<file path="src/rtl/blink_gen.sv">
// Burst LED blinker: on TRIG, emits CNT blinks of ON_TICKS lit / OFF_TICKS unlit cycles,
// then pulses DONE. ABORT or CLR abandon a burst without DONE.
module blink_gen #(
  parameter logic [23:0] ON_TICKS  = 24'd5000000,
  parameter logic [23:0] OFF_TICKS = 24'd5000000,
  parameter bit          ACT_LOW   = 1'b1
) (
  input  logic       CLK,
  input  logic       CLR,
  input  logic       TRIG,
  input  logic [3:0] CNT,
  input  logic       ABORT,
  output logic       LED,
  output logic       BUSY,
  output logic       DONE
);

  typedef enum logic [1:0] {StIdle, StOn, StOff} state_e;

  state_e      state_q, state_d;
  logic [23:0] timer_q, timer_d;
  logic [3:0]  cnt_q, cnt_d;
  logic        led_q, led_d;
  logic        busy_q, busy_d;
  logic        done_q, done_d;

  always_comb begin
    state_d = state_q;
    timer_d = timer_q + 24'd1;
    cnt_d   = cnt_q;
    done_d  = 1'b0;

    if (ABORT) begin
      state_d = StIdle;
      timer_d = '0;
      cnt_d   = '0;
    end else begin
      unique case (state_q)
        StIdle: begin
          timer_d = '0;
          if (TRIG) begin
            if (CNT != 4'd0) begin
              state_d = StOn;
              cnt_d   = CNT;
            end else begin
              done_d = 1'b1;
            end
          end
        end
        StOn: begin
          if (timer_q == ON_TICKS - 24'd1) begin
            state_d = StOff;
            timer_d = '0;
            cnt_d   = cnt_q - 4'd1;
          end
        end
        StOff: begin
          if (timer_q == OFF_TICKS - 24'd1) begin
            timer_d = '0;
            if (cnt_q == 4'd0) begin
              state_d = StIdle;
              done_d  = 1'b1;
            end else begin
              state_d = StOn;
            end
          end
        end
        default: begin
          state_d = StIdle;
          timer_d = '0;
          cnt_d   = '0;
        end
      endcase
    end

    // Outputs are registered from the next state so they change on the same edge as the FSM.
    led_d  = (state_d == StOn) ? ~ACT_LOW : ACT_LOW;
    busy_d = (state_d != StIdle);
  end

  always_ff @(posedge CLK) begin
    if (CLR) begin
      state_q <= StIdle;
      timer_q <= '0;
      cnt_q   <= '0;
      led_q   <= ACT_LOW;
      busy_q  <= 1'b0;
      done_q  <= 1'b0;
    end else begin
      state_q <= state_d;
      timer_q <= timer_d;
      cnt_q   <= cnt_d;
      led_q   <= led_d;
      busy_q  <= busy_d;
      done_q  <= done_d;
    end
  end

  assign LED  = led_q;
  assign BUSY = busy_q;
  assign DONE = done_q;

endmodule

</file>
<file path="config.mk">
export PLATFORM = sky130hd
export DESIGN_NAME = blink_gen
export DESIGN_NICKNAME = d
export VERILOG_FILES = /design/src/rtl/blink_gen.sv
export SDC_FILE = /design/constraint.sdc
export NUM_CORES = 1
export LEC_CHECK = 0
export CAP_MARGIN = 15
export CORE_ASPECT_RATIO = 1.25
export CORE_MARGIN = 2
export CORE_UTILIZATION = 60
export CTS_BUF_LIST = sky130_fd_sc_hd__clkbuf_4
export DETAILED_ROUTE_END_ITERATION = 8
export PLACE_DENSITY = 0.81
export SYNTH_ARGS = -nofsm -noshare
export SYNTH_HDL_FRONTEND = slang
export SYNTH_SLANG_ARGS = --single-unit
export TNS_END_PERCENT = 50
</file>
<file path="constraint.sdc">
create_clock -name CLK -period 2.4 [get_ports CLK]
set_input_delay 0.36 -clock CLK [delete_from_list [all_inputs] [get_ports CLK]]
set_output_delay 0.36 -clock CLK [all_outputs]
set_load 0.01 [all_outputs]
</file>
Word-level counts from Yosys, hierarchy flattened
Index checks and enable logic that the tools add are counted.
{"block": "word_totals", "register_bits": 33, "input_bits": 8, "out_inout_bits": 3, "elab_cells": 42}
{"block": "op_classes", "n_addsub": 2, "n_eq_ne": 7, "mux": 17, "bitwise_logic": 2, "reduce_logical": 8}
{"cell": "$add A24 B1 Y24 const B", "n": 1}
{"cell": "$eq A24 B23 Y1 const B", "n": 1}
{"cell": "$mux W4", "n": 3}
{"cell": "$pmux W4 S3", "n": 1}
{"cell": "$mux W2", "n": 5}
{"cell": "$mux W1", "n": 6}
{"cell": "$ne A2 B2 Y1 const B", "n": 3}
{"cell": "$pmux W2 S3", "n": 1}
{"cell": "$eq A2 B1 Y1 const B", "n": 2}
{"cell": "$logic_not A4 Y1", "n": 1}
{"cell": "$reduce_and A4 Y1", "n": 1}
{"cell": "$reduce_bool A4 Y1", "n": 1}
{"cell": "$reduce_or A2 Y1", "n": 2}
{"cell": "$reduce_or A4 Y1", "n": 1}
{"cell": "$sub A4 B1 Y4 const B", "n": 1}
{"cell": "$eq A2 B2 Y1 const B", "n": 1}
{"cell": "$logic_not A2 Y1", "n": 1}
{"cell": "$not A1 Y1", "n": 2}
{"cell": "$pmux W1 S2", "n": 1}
{"cell": "$reduce_bool A2 Y1", "n": 1}

Longest topological paths before layout
{"block": "depth", "ltp_word": 7, "depth_mapped": 7, "depth_no_buf": 7}

Worst setup path before layout
No wires, ideal clock.
{"block": "synth_path", "kind": "register -> register", "start": "register timer_q[0]", "end": "register busy_q, in the netlist BUSY", "t_arrival_ps": 1775, "t_required_ps": 2285, "setup_slack_ps": 510, "stages_incl_launch_ff": 7, "synth_period_minus_slack_ps": 1890, "path_cell_list": "dfxtp_1 ha_1 nand3_4 or4_4 o221ai_1 nand3_1 o21a_1"}
{"block": "synth_via", "elab_chain_cells": 5}
{"element": "from (decl)", "line": "21", "text": "logic [23:0] timer_q, timer_d;"}
{"element": "from (signal assigned)", "line": "91", "text": "timer_q <= timer_d;"}
{"element": "$eq A24 B23 Y1 *", "line": "51, 58"}
{"element": "$mux W2, on equally long branches", "line": "58, 51"}
{"element": "$pmux W2 S3 *", "line": "38", "text": "unique case (state_q)"}
{"element": "$mux W2 *", "line": "33", "text": "if (ABORT) begin"}
{"element": "$reduce_bool A2 Y1 *", "line": "78", "text": "busy_d = (state_d != StIdle);"}
{"element": "to (signal assigned)", "line": "94", "text": "busy_q <= busy_d;"}
{"element": "to (decl)", "line": "24", "text": "logic busy_q, busy_d;"}
Every way passes the cells marked *; elsewhere a longest branch is shown, timed or not.
A chain may end at the register's enable or synchronous reset.

Worst setup path in the final report
{"block": "layout_path", "start": "register timer_q[0]", "end": "register timer_q[13]"}
{"block": "layout_via", "elab_chain_cells": 2}
{"element": "parallel branches: the longest is 2 deep, another holds $add A24 B1 Y24"}
Parallel ways; which one is timed is not known.

==> reports/results.txt <==
The run finished with clean final reports. The tools report the total congestion overflow after global routing as 0. The mean post-synth cell area was 8.82 um^2. The setup check on the worst reg-to-reg path leaves a slack of 0.30 ns. In this run the top signal layer used is met4.

The logs give 0.692 for the share of the core filled with cells and 0.493 mV for the maximum ir drop on the vdd rail. By area the synthesized netlist is led by dfxtp_1 39%, xnor2_1 7.8%, nor2_1 6.7%, ha_1 5.2%, nand2_1 3.8%. The proportion of netlist area held by the largest area contributor is 0.392, and the count of synthesis-stage warnings from yosys is 0.

The antenna diode count is 0, and the floorplan row count is 21. In this run the vertical extent of the chip is 63.3 um. The logs give 0 for the residual DRC count and 1800 um^2 for the placed standard-cell area. For the starting utilization of the core area, the log shows 0.629. The wire length per cell after detailed routing was 13.9 um; the hold violation total from the final report was 0. The final setup violation count is 0. Counting the fill cells in the layout gives 230. The pin count of the biggest net entering global routing came out at 25. At the pin with the least slew margin, the transition time is 0.531 ns. The worst slew slack as a fraction of its limit came out at 0.641. The worst hold endpoint is timer_q[0]. The routed design could run at a clock period as short as 2.10 ns.

The number of setup buffers added after CTS is 0. The cell depth of the worst hold path is 1. In the final timing run, aggregate negative setup slack is 0 ns.

At the later pin of the worst-skew pair, clock insertion delay measures 0.35 ns. Counting flops and latches in the post-synthesis netlist gives 33. The worst hold path belongs to the class reg -> reg.

The share of post-route cells with drive strength above 1 was 0.0874. Setup repair after global routing left no endpoint under its margin. The cell taking the most area after synthesis was dfxtp_1.

The worst setup path is captured at a register. Dividing total power by cell area gives a power density of 511 nW/um^2. Register area share after synthesis: 0.392.

The root buffer cell chosen for the clock tree is clkbuf_4. For the detailed-route via count, the log shows 1,409. In the synthesized netlist the dominant register cell turns out to be dfxtp_1. Final net count: 220. The ratio of final minimum period to clock period works out to 0.875.

The tools report the number of nets produced by synthesis as 206. The critical hold path startpoint was timer_q[0]. The tools report the via count of the first global-routing pass as 1,425. The logs give 2680 um^2 for the area of the placeable core and 0.243 for the overall global routing resource usage.

Most common library cell in the layout ignoring fill and taps: dfxtp_1. The logs give 0 for the number of antenna violations at the first check in global routing and 1850 um^2 for the finished layout cell area. Data on the critical path arrives at its endpoint at 2.32 ns.

The routed design has 3340 um of wire. Clock tree synthesis inserted a total of 5 buffers. The tools report the overall power as 948 uW. Once detailed placement completed, the half-perimeter wirelength came to 2510 um. The number of violations of the max-capacitance limit is 0. Post-CTS repair changed the size of 0 cells. TritonCTS built the clock tree.

Area of the die: 3250 um^2. For the worst flop-to-flop path, the logic depth is 6. Counting tap cells, the placed design contains a total of 232 instances.

Largest driver fanout on the critical path: 24. The number of enable flip-flop cells after synthesis is 0. The critical path start-end classification is reg -> reg.

After detailed routing, the wire length on met1 is 1300 um. The first routing iteration left 53 violations. The finished layout holds 240 standard cells, fillers aside. Type of origin of the critical path: a register. Port buffering added 10 buffers. The global-route wire length before repair is 5930 um, and the largest buffer count on any clock path is 2. After detailed routing, the met2 layer carries 1790 um of wire.

The mean number of vias per cell works out to 5.87. The run gives 143 um as the met3 wire length. The tools report the number of pins exceeding their max-slew limit in the final report as 0. Compared with the post-synthesis result, the final layout area differs by 10.0%. Number of distinct standard cells referenced by the synthesized netlist: 41.

The logs give 0 for the count of hold buffers inserted by post-cts repair and 2.62 ns for the worst endpoint required time. The number of levels in the clock H-tree came out at 2. The floorplan step set the die width to 51.4 um.

The maximum clock rate is 476 MHz. Critical register-to-register path endpoint: timer_q[13]. The tools report the global placement routability congestion as 0.811.

The number of clock sinks was 33. For this run, the detailed router's first-pass iteration total came to 4. After clock tree synthesis, the clock-pin slew on the worst setup and hold paths is 0.10 ns. For the final setup skew, the log shows 0.0215 ns.

The gate count of the mapped netlist is 191, and the fraction of synthesis flops using an asynchronous set or reset pin is 0. In this run the critical register-to-register path is launched from timer_q[0]. The post-detailed-route count of antenna-violating nets is 0. The area of the mapped netlist is 1690 um^2.

In the layout the commonest cells are 33 x dfxtp_1, 30 x nor2_1, 17 x nand2_1. For this design the static power due to leakage is 0.609 nW. 11 I/O pins were placed.
## cell families after synthesis
group / synth area share
AND/OR/NAND/NOR: 0.295
AO/OA/AOI/OAI: 0.103
flip-flops: 0.392
XOR/XNOR: 0.114
adder cells (fa/ha/maj): 0.0520
buffers and inverters: 0.0438
## where the power goes
| group | internal [mW] | switching [mW] | leakage (nW) |
|---|---|---|---|
| Clock | 0.123 | 0.190 | 0.0354 |
| Combinational | 0.0362 | 0.0395 | 0.307 |
| Sequential | 0.554 | 0.00563 | 0.267 |
| Total | 0.713 | 0.235 | 0.609 |
## flip-flops by register name, summed over array words and instances (netlist names)
signal and count:
BUSY 1, LED 1, DONE 1, timer_q 24, state_q 2, cnt_q 4
## per-layer routing
layer  track usage  up-vias
li1              -      703
met1         0.241      661
met2         0.439       31
met3        0.0687       14
met4         0.128        0
met5             0        -
## cell usage after synthesis, types with 2 or more instances
cell,instances
a211oi_1,2
a21oi_1,3
a31oi_1,2
a41oi_1,2
and3_1,3
and3_2,2
and4_1,3
buf_6,2
dfxtp_1,33
ha_1,7
inv_1,10
nand2_1,17
nand3_1,8
nand4_1,2
nand4b_1,2
nor2_1,30
nor3_1,11
nor3b_1,2
nor4_1,4
nor4b_1,2
o21ai_0,3
o22ai_1,2
xnor2_1,15
xor2_1,7
## worst max path at each step
| stage | from | endpoint | cells after the start |
|---|---|---|---|
| after floorplan | timer_q[0] | BUSY | 6 |
| after global placement | timer_q[0] | timer_q[13] | 6 |
| after detailed placement | CNT[0] | cnt_q[3] | 5 |
| after CTS | timer_q[0] | timer_q[13] | 6 |
| after global routing | timer_q[0] | timer_q[20] | 6 |
| final | timer_q[0] | timer_q[13] | 6 |
## worst max-delay path, cell delays in order, from the launching register on
cell,delay (ns)
dfxtp_1,0.42
ha_1,0.27
nand3_4,0.13
or4_4,0.60
o211ai_4,0.19
buf_4,0.28
nor2_1,0.09
## cell type report
| class | instances | area, um^2 | area share |
|---|---|---|---|
| Multi-Input combinational cell | 144 | 951 | 0.513 |
| Sequential cell | 33 | 661 | 0.356 |
| Timing Repair Buffer | 11 | 108 | 0.0580 |
| Clock buffer | 6 | 45.0 | 0.0243 |
| Tap cell | 34 | 42.5 | 0.0229 |
| Inverter | 10 | 37.5 | 0.0202 |
| Clock inverter | 2 | 10.0 | 0.00540 |
## through the flow
stage | worst slack (ns) | hold WS [ns]
floorplan | 0.510 | 0.449
global placement | 0.369 | 0.465
detailed placement | 0.280 | 0.486
CTS | 0.284 | 0.508
global route | 0.167 | 0.539
finish | 0.300 | 0.500
Power figures use the tool's default switching activity.
